File: config.mk
export PLATFORM = sky130hd
export DESIGN_NAME = game_sequencer
export DESIGN_NICKNAME = d
export VERILOG_FILES = /design/src/rtl/game_sequencer.sv
export SDC_FILE = /design/constraint.sdc
export NUM_CORES = 1
export LEC_CHECK = 0
export CORE_ASPECT_RATIO = 1.2
export CORE_MARGIN = 4
export CORE_UTILIZATION = 40
export DETAILED_ROUTE_END_ITERATION = 8
export GPL_TIMING_DRIVEN = 0
export PLACE_DENSITY = 0.7
export SLEW_MARGIN = 20
export SYNTH_ARGS = -nofsm -noshare
export SYNTH_HDL_FRONTEND = slang
export SYNTH_SLANG_ARGS = --single-unit
export TNS_END_PERCENT = 30
File: constraint.sdc
create_clock -name clk -period 2 [get_ports clk]
set_clock_uncertainty 0.1 [all_clocks]
set_input_delay 0.4 -clock clk [delete_from_list [all_inputs] [get_ports clk]]
set_output_delay 0.4 -clock clk [all_outputs]
set_load 0.1 [all_outputs]
File: src/rtl/game_sequencer.sv
// game_sequencer: game-state controller for a side-scrolling bird game.
//
// Synchronises the three push buttons, produces a one-cycle frame tick at
// the start of vertical blanking, runs the IDLE/PLAY/DEAD state machine,
// keeps the score and an animation counter, and qualifies the up/down
// commands so that they are only active while playing.
//
// Ports:
//   clk        pixel clock (only clock)
//   rst        asynchronous active-high reset
//   btn_start  start/restart button (asynchronous)
//   btn_up     up button (asynchronous)
//   btn_down   down button (asynchronous)
//   pos_x      current scan x
//   pos_y      current scan y
//   isbird     current pixel is a bird pixel
//   ispipe     current pixel is a pipe pixel
//   birdy      bird top-edge y
//   pipe_pass  one-cycle pulse when a pipe clears the bird
//   state      one-hot game state: IDLE=001, PLAY=010, DEAD=100
//   count      animation frame counter (wraps after ANIM_MAX)
//   frameclk   one-cycle frame tick
//   up         qualified up command
//   down       qualified down command (up has priority)
//   score      pipes passed, saturating at 255
//   crash      one-cycle pulse on entry to DEAD
module game_sequencer #(
  parameter int V_ACTIVE    = 900,
  parameter int FLOOR_Y     = 810,
  parameter int ANIM_MAX    = 59,
  parameter int DEAD_FRAMES = 60
) (
  input  logic        clk,
  input  logic        rst,
  input  logic        btn_start,
  input  logic        btn_up,
  input  logic        btn_down,
  input  logic [10:0] pos_x,
  input  logic [10:0] pos_y,
  input  logic        isbird,
  input  logic        ispipe,
  input  logic [10:0] birdy,
  input  logic        pipe_pass,
  output logic [2:0]  state,
  output logic [5:0]  count,
  output logic        frameclk,
  output logic        up,
  output logic        down,
  output logic [7:0]  score,
  output logic        crash
);

  localparam int DW = $clog2(DEAD_FRAMES + 1);

  typedef enum logic [2:0] {
    ST_IDLE = 3'b001,
    ST_PLAY = 3'b010,
    ST_DEAD = 3'b100
  } state_t;

  state_t        state_r;
  logic          start_s1_r, start_s2_r, start_prev_r;
  logic          up_s1_r, up_s2_r;
  logic          down_s1_r, down_s2_r;
  logic [DW-1:0] dead_cnt_r;
  logic [5:0]    count_r;
  logic          frameclk_r;
  logic          up_r, down_r, crash_r;
  logic [7:0]    score_r;

  logic          start_edge_s;
  logic          hit_s;
  logic          frame_pos_s;

  // Start edge, crash condition and frame-position decode.
  always_comb begin
    start_edge_s = start_s2_r & ~start_prev_r;
    // birdy[10] set means the bird moved above the top and underflowed.
    hit_s        = (isbird & ispipe) | (birdy >= 11'(FLOOR_Y)) | birdy[10];
    frame_pos_s  = (pos_x == 11'd0) && (pos_y == 11'(V_ACTIVE));
  end

  // Two-flop synchronisers for the asynchronous buttons, plus start history.
  always_ff @(posedge clk or posedge rst) begin
    if (rst) begin
      start_s1_r   <= 1'b0;
      start_s2_r   <= 1'b0;
      start_prev_r <= 1'b0;
      up_s1_r      <= 1'b0;
      up_s2_r      <= 1'b0;
      down_s1_r    <= 1'b0;
      down_s2_r    <= 1'b0;
    end else begin
      start_s1_r   <= btn_start;
      start_s2_r   <= start_s1_r;
      start_prev_r <= start_s2_r;
      up_s1_r      <= btn_up;
      up_s2_r      <= up_s1_r;
      down_s1_r    <= btn_down;
      down_s2_r    <= down_s1_r;
    end
  end

  // Frame tick and free-running animation counter.
  always_ff @(posedge clk or posedge rst) begin
    if (rst) begin
      frameclk_r <= 1'b0;
      count_r    <= 6'd0;
    end else begin
      frameclk_r <= frame_pos_s;
      if (frameclk_r) begin
        if (count_r == 6'(ANIM_MAX)) begin
          count_r <= 6'd0;
        end else begin
          count_r <= count_r + 6'd1;
        end
      end else begin
        count_r <= count_r;
      end
    end
  end

  // Game state machine with score, dead counter and qualified commands.
  // up/down follow the state being entered so they drop together with PLAY.
  always_ff @(posedge clk or posedge rst) begin
    if (rst) begin
      state_r    <= ST_IDLE;
      score_r    <= 8'd0;
      dead_cnt_r <= '0;
      up_r       <= 1'b0;
      down_r     <= 1'b0;
      crash_r    <= 1'b0;
    end else begin
      crash_r <= 1'b0;
      up_r    <= 1'b0;
      down_r  <= 1'b0;
      case (state_r)
        ST_IDLE: begin
          if (start_edge_s) begin
            state_r <= ST_PLAY;
            score_r <= 8'd0;
            up_r    <= up_s2_r;
            down_r  <= down_s2_r & ~up_s2_r;
          end else begin
            state_r <= ST_IDLE;
          end
        end
        ST_PLAY: begin
          // A crash wins over a simultaneous pipe_pass: score is frozen.
          if (hit_s) begin
            state_r    <= ST_DEAD;
            crash_r    <= 1'b1;
            dead_cnt_r <= '0;
          end else begin
            state_r <= ST_PLAY;
            up_r    <= up_s2_r;
            down_r  <= down_s2_r & ~up_s2_r;
            if (pipe_pass && (score_r != 8'd255)) begin
              score_r <= score_r + 8'd1;
            end else begin
              score_r <= score_r;
            end
          end
        end
        ST_DEAD: begin
          if (start_edge_s && (dead_cnt_r == DW'(DEAD_FRAMES))) begin
            state_r <= ST_IDLE;
          end else if (frameclk_r && (dead_cnt_r != DW'(DEAD_FRAMES))) begin
            dead_cnt_r <= dead_cnt_r + DW'(1);
          end else begin
            state_r <= ST_DEAD;
          end
        end
        default: begin
          state_r <= ST_IDLE;
        end
      endcase
    end
  end

  assign state    = state_r;
  assign count    = count_r;
  assign frameclk = frameclk_r;
  assign up       = up_r;
  assign down     = down_r;
  assign score    = score_r;
  assign crash    = crash_r;

endmodule

* After elaboration in Yosys (flattened, before gate mapping) *
Index checks and enable logic that the tools add are counted.

cells by class
  mux-type cells = 22
  reductions and logical operators = 9
  divide/modulo/power cells = 0
  equal/unequal tests = 15
  multipliers = 0
  add/subtract/negate cells = 3
  order comparisons = 1
  shift operators = 0
  bitwise logic cells = 7

operators with widths
  operator                                                             number
  2-to-1 mux 6 bit                                                     4
  2-to-1 mux 8 bit                                                     3
  case mux 8 bit (2 select lines)                                      1
  adder 6 x 1 -> 6 bit, second input constant                          2
  equality test 6 bit, second input constant                           2
  inequality test 2 bit, second input constant                         6
  case mux 6 bit (2 select lines)                                      1
  equality test 11 x 10 -> 1 bit, second input constant                1
  greater-or-equal comparator 11 x 10 -> 1 bit, second input constant  1
  zero test 11 bit                                                     1
  2-to-1 mux 3 bit                                                     3
  case mux 3 bit (3 select lines)                                      1
  adder 8 x 1 -> 8 bit, second input constant                          1
  inequality test 8 bit, second input constant                         1
  AND reduction 4 bit                                                  2
  2-to-1 mux 1 bit                                                     6
  inequality test 6 bit, second input constant                         1
  logical AND 1 bit                                                    4
  case mux 1 bit (2 select lines)                                      2
  nonzero test 2 bit                                                   2
  bitwise AND 1 bit                                                    3
  equality test 3 x 1 -> 1 bit, second input constant                  1
  equality test 3 x 2 -> 1 bit, second input constant                  1
  equality test 3 bit, second input constant                           1
  4 further kinds                                                      6

storage, ports and cells
  output and inout bits = 21
  memory bits (writable) = 0
  bits in latches = 0
  memories = 0
  register bits = 34
  logic and storage cells = 72
  ROM bits = 0

* Logic depth before layout (Yosys ltp) *
  depth after elaboration = 5
  gate-level depth with buffers = 6
  gate-level depth less buffers = 6

* Least setup slack after synthesis *
Ideal clock, no wire load.

  path type = register to register
  from = reg state_r[1], in the netlist state[1]
  to = reg score_r[4], in the netlist score[4]
  arrival = 2.220 ns
  data required time = 1.734 ns
  path slack = -0.487 ns
  setup time = 0.166 ns
  stages on the path, launching flop included = 7
  buffers on the path = 1
  path through = dfrtp_1 or3b_1 buf_6 a311oi_4 o211ai_2 o21ai_0 o31ai_1

between the ends
  word-level cells in the longest chain between the ends = 3

RTL lines
  item                                                                                 line  source
  from (decl)                                                                          61    state_t state_r;
  from (signal assigned)                                                               127   state_r <= ST_IDLE;
  from (signal assigned)                                                               140   state_r <= ST_PLAY;
  from (signal assigned)                                                               145   state_r <= ST_IDLE;
  equality test 3 x 2 -> 1 bit / equality test 3 x 1 -> 1 bit (equally long branches)  137   case (state_r)
  inequality test 2 bit (no line) / nonzero test 2 bit (equally long branches)         --
  AND reduction 4 bit (no line)                                                        --
  to (signal assigned)                                                                 159   score_r <= score_r + 8'd1;
  to (signal assigned)                                                                 161   score_r <= score_r;
  to (decl)                                                                            69    logic [7:0] score_r;

Parallel ways exist; a longest one is shown, timed or not.
A chain may end at the register's enable or synchronous reset.

* Worst setup path after layout *
  from = reg state_r[2], in the netlist state[2]
  to = reg score_r[3], in the netlist score[3]

The elaborated chain is that of the path after synthesis.

==> reports/qor.yml <==
yosysUniqueCellTypes: 46
initial_core_util: 0.415
placed_cells: 274
slew_headroom: 0.364
r2r_slack_ns: -0.04
hpwlAfterDp_mm: 3.16
synth-xor-area-share: 0.0107
worstPathCellList: "or3b_1 -> buf_6 -> a311oi_4 -> buf_4 -> o211ai_4 -> o21ai_0 -> o31ai_1"
crit_slowest_cell: "dfrtp_4"
cts_tree: "built"
async_flop_share: 1.00
synth_top_family_by_area: "simple AND/OR/NAND/NOR gates"
pwr_density_cell_nw_per_um2: 713
leakage_nw: 1.04
overflow: 0
p_total_mw: 1.83
dr.first_iter.drc_count: 83
hold_viol_final: 0
r2r-start: "state[2]"
violations: "setup timing"
synth_area_leaders: "dfrtp_1 (50%), o21ai_0 (4.9%), nand2_1 (4.1%)"
io_buffers: 60
avgRoutedWirePerCell_um: 14.8
yosys-top-cells-count: "dfrtp_1 (33), nand2_1 (18), o21ai_0 (16)"
vias: 1555
grt_pass1_wl_mm: 6.63
synth-edff-count: 0
slowest_delay_ns: 0.49
drc: 0
holdPathStages: 0
antenna_found_initial: 0
ys_ff_latch: 34
layout-drive-gt1-share: 0.265
setup_violations: 3
hold_buffers: 0
fin_cells: 292
dr.pass1.iters: 4
die_h_um: 78.0
grt_pass1_vias: 1508
synthFlopType: "dfrtp_1"
synthCells: 160
fin_area_um2: 2570
critical_path_class: "reg2reg"
syn2layout_area_growth_pct: 57.4
cts.path.max_buffers: 2
ys_seq_area_frac: 0.521
place_area_um2: 2330
finalCritPeriodShare: 1.02
fillers: 368
yosys.area_share.simple: 0.228
ff_latch_area_um2: 875
cts.sinks: 34
critical_path.top_delay_family: "compound AO/OA/AOI/OAI gates"
crit_path_max_fanout: 7
layout.nets: 282
cts-root-buf: "clkbuf_8"
grt.total_usage: 0.169
path_clk_slew_ns: 0.07
max_freq_mhz: 490
htree_num_levels: 2
drtAntennaViolNets: 0
grt_start_max_net_pins: 35
antennaDiodeCount: 0
final_max_slew_viol_count: 0
holdCritPathClass: "reg2reg"
synth-adder-area-share: 0.0306
crit_required_ns: 2.07
min_to: "down_s2_r"
min_from: "down_s1_r"
maxCapViolCount: 0
netlist.area_leader.share: 0.505
postLayoutCoreUtil: 0.653
synth.most_common_cell: "dfrtp_1"
fp.coreArea_um2: 3940
routed_wl_mm: 4.32
synthesis.nets: 205
synth_mux_area_frac: 0.00689
critPathCaptureType: "register"
io_pins: 62
yosys.area.top_type: "dfrtp_1"
rsz0062_at_grt: "true"
period_needed_ns: 2.04
critPathLaunchType: "register"
synth-compound-area-share: 0.178
num_rows: 25
worst_slew_pin_slew_ns: 0.958
die_area_um2: 5180
outcome: "finished with violations"
clk_latency_ns: 0.29
post-place-ws_ns: -0.228
viasPerCell: 5.33
syn_area_um2: 1640
yosysWarnings: 0
avgSynthCellArea_um2: 10.2
reg2regPathDepth: 7
critPathBufInv: 2
finalWorstSetupSlack_ns: -0.0404
worst_ep_arrival_time_ns: 2.11
multiInputGateArea_um2: 813
die_x_um: 66.4
numCtsBuffers: 5
vdd.ir_drop.worst_v: 0.000389
gp_congestion: 0.791
reg2reg_to: "score[3]"
## sequential cells by signal, indices dropped and copies added, names as in the netlist, 3 cells and up
name        flops
score           8
count           6
dead_cnt_r      6
state           3
## through the flow
stage	hold WS (ns)	setup TNS, ns
after detailed placement	0.235	-2.02
after global routing	0.252	-0.264
after global placement	0.235	-2.81
after floorplan	0.231	-0.784
final	0.246	-0.0602
after CTS	0.249	-0.0109
## final cells by class
type                    instances  share of cell area
flip-flops and latches         34               0.340
clock buffers                   6              0.0321
multi-input cells             118               0.316
inverters                       7              0.0102
plain buffers                   2             0.00632
clock inverters                 2             0.00486
well taps                      54              0.0263
repair buffers                 69               0.264
## how the worst max path moves through the flow
stage | start | endpoint | slack [ns] | depth (start not counted)
global placement | state[0] | state[0] | -0.23 | 1
floorplan | state[2] | score[4] | -0.10 | 6
finish | state[2] | score[3] | -0.04 | 7
detailed placement | state[0] | state[0] | -0.23 | 1
CTS | state[2] | score[5] | -0.006 | 6
global route | state[2] | score[3] | -0.08 | 7
## cells in the final DEF (no fill, tap or decap), types with 4 or more instances in the layout
master | Yosys | final
and3_1 | 5 | 4
buf_4 | 0 | 9
clkbuf_8 | 0 | 6
clkdlybuf4s15_2 | 0 | 16
clkdlybuf4s50_1 | 0 | 39
dfrtp_1 | 33 | 23
dfrtp_2 | 0 | 6
dfrtp_4 | 0 | 4
inv_1 | 7 | 6
nand2_1 | 18 | 18
nand3_1 | 9 | 9
nor2_1 | 12 | 12
nor3b_1 | 4 | 4
o21ai_0 | 16 | 11
o21ai_1 | 0 | 5
o31ai_1 | 5 | 5
## power by group
part	total, mW	internal, mW	switching [mW]
registers	0.855	0.770	0.0849
clock network	0.526	0.276	0.250
logic	0.453	0.184	0.269
total	1.83	1.23	0.604
## worst register-to-register path, stage by stage, from the launching register on
cell,delay [ns]
dfrtp_4,0.49
or3b_1,0.37
buf_6,0.15
a311oi_4,0.22
buf_4,0.20
o211ai_4,0.12
o21ai_0,0.19
o31ai_1,0.09
## metal layers
| layer | global-route usage | wire length (um) | vias up | part of all wire |
|---|---|---|---|---|
| li1 | - | - | 750 | - |
| met1 | 0.167 | 1580 | 739 | 0.37 |
| met5 | 0 | 0 | - | 0 |
| met4 | 0.0671 | 69 | 0 | 0.016 |
| met2 | 0.310 | 2330 | 59 | 0.54 |
| met3 | 0.0615 | 333 | 7 | 0.077 |
## repair_timing
action / 4_1_cts / 5_1_grt
pin swaps: 2 / 5
gates cloned: 0 / 1
endpoints found under the setup margin: 30 / 14
setup buffers: 0 / 9
gates resized for setup: 62 / 12
## logic make-up after synthesis
| family | after synthesis |
|---|---|
| flip-flops | 34 |
| adder cells (fa/ha/maj) | 4 |
| multiplexers | 1 |
| AO/OA/AOI/OAI | 41 |
| AND/OR/NAND/NOR | 69 |
| buffers and inverters | 9 |
| XOR/XNOR | 2 |
No activity file was read; power rests on OpenSTA's default activity.
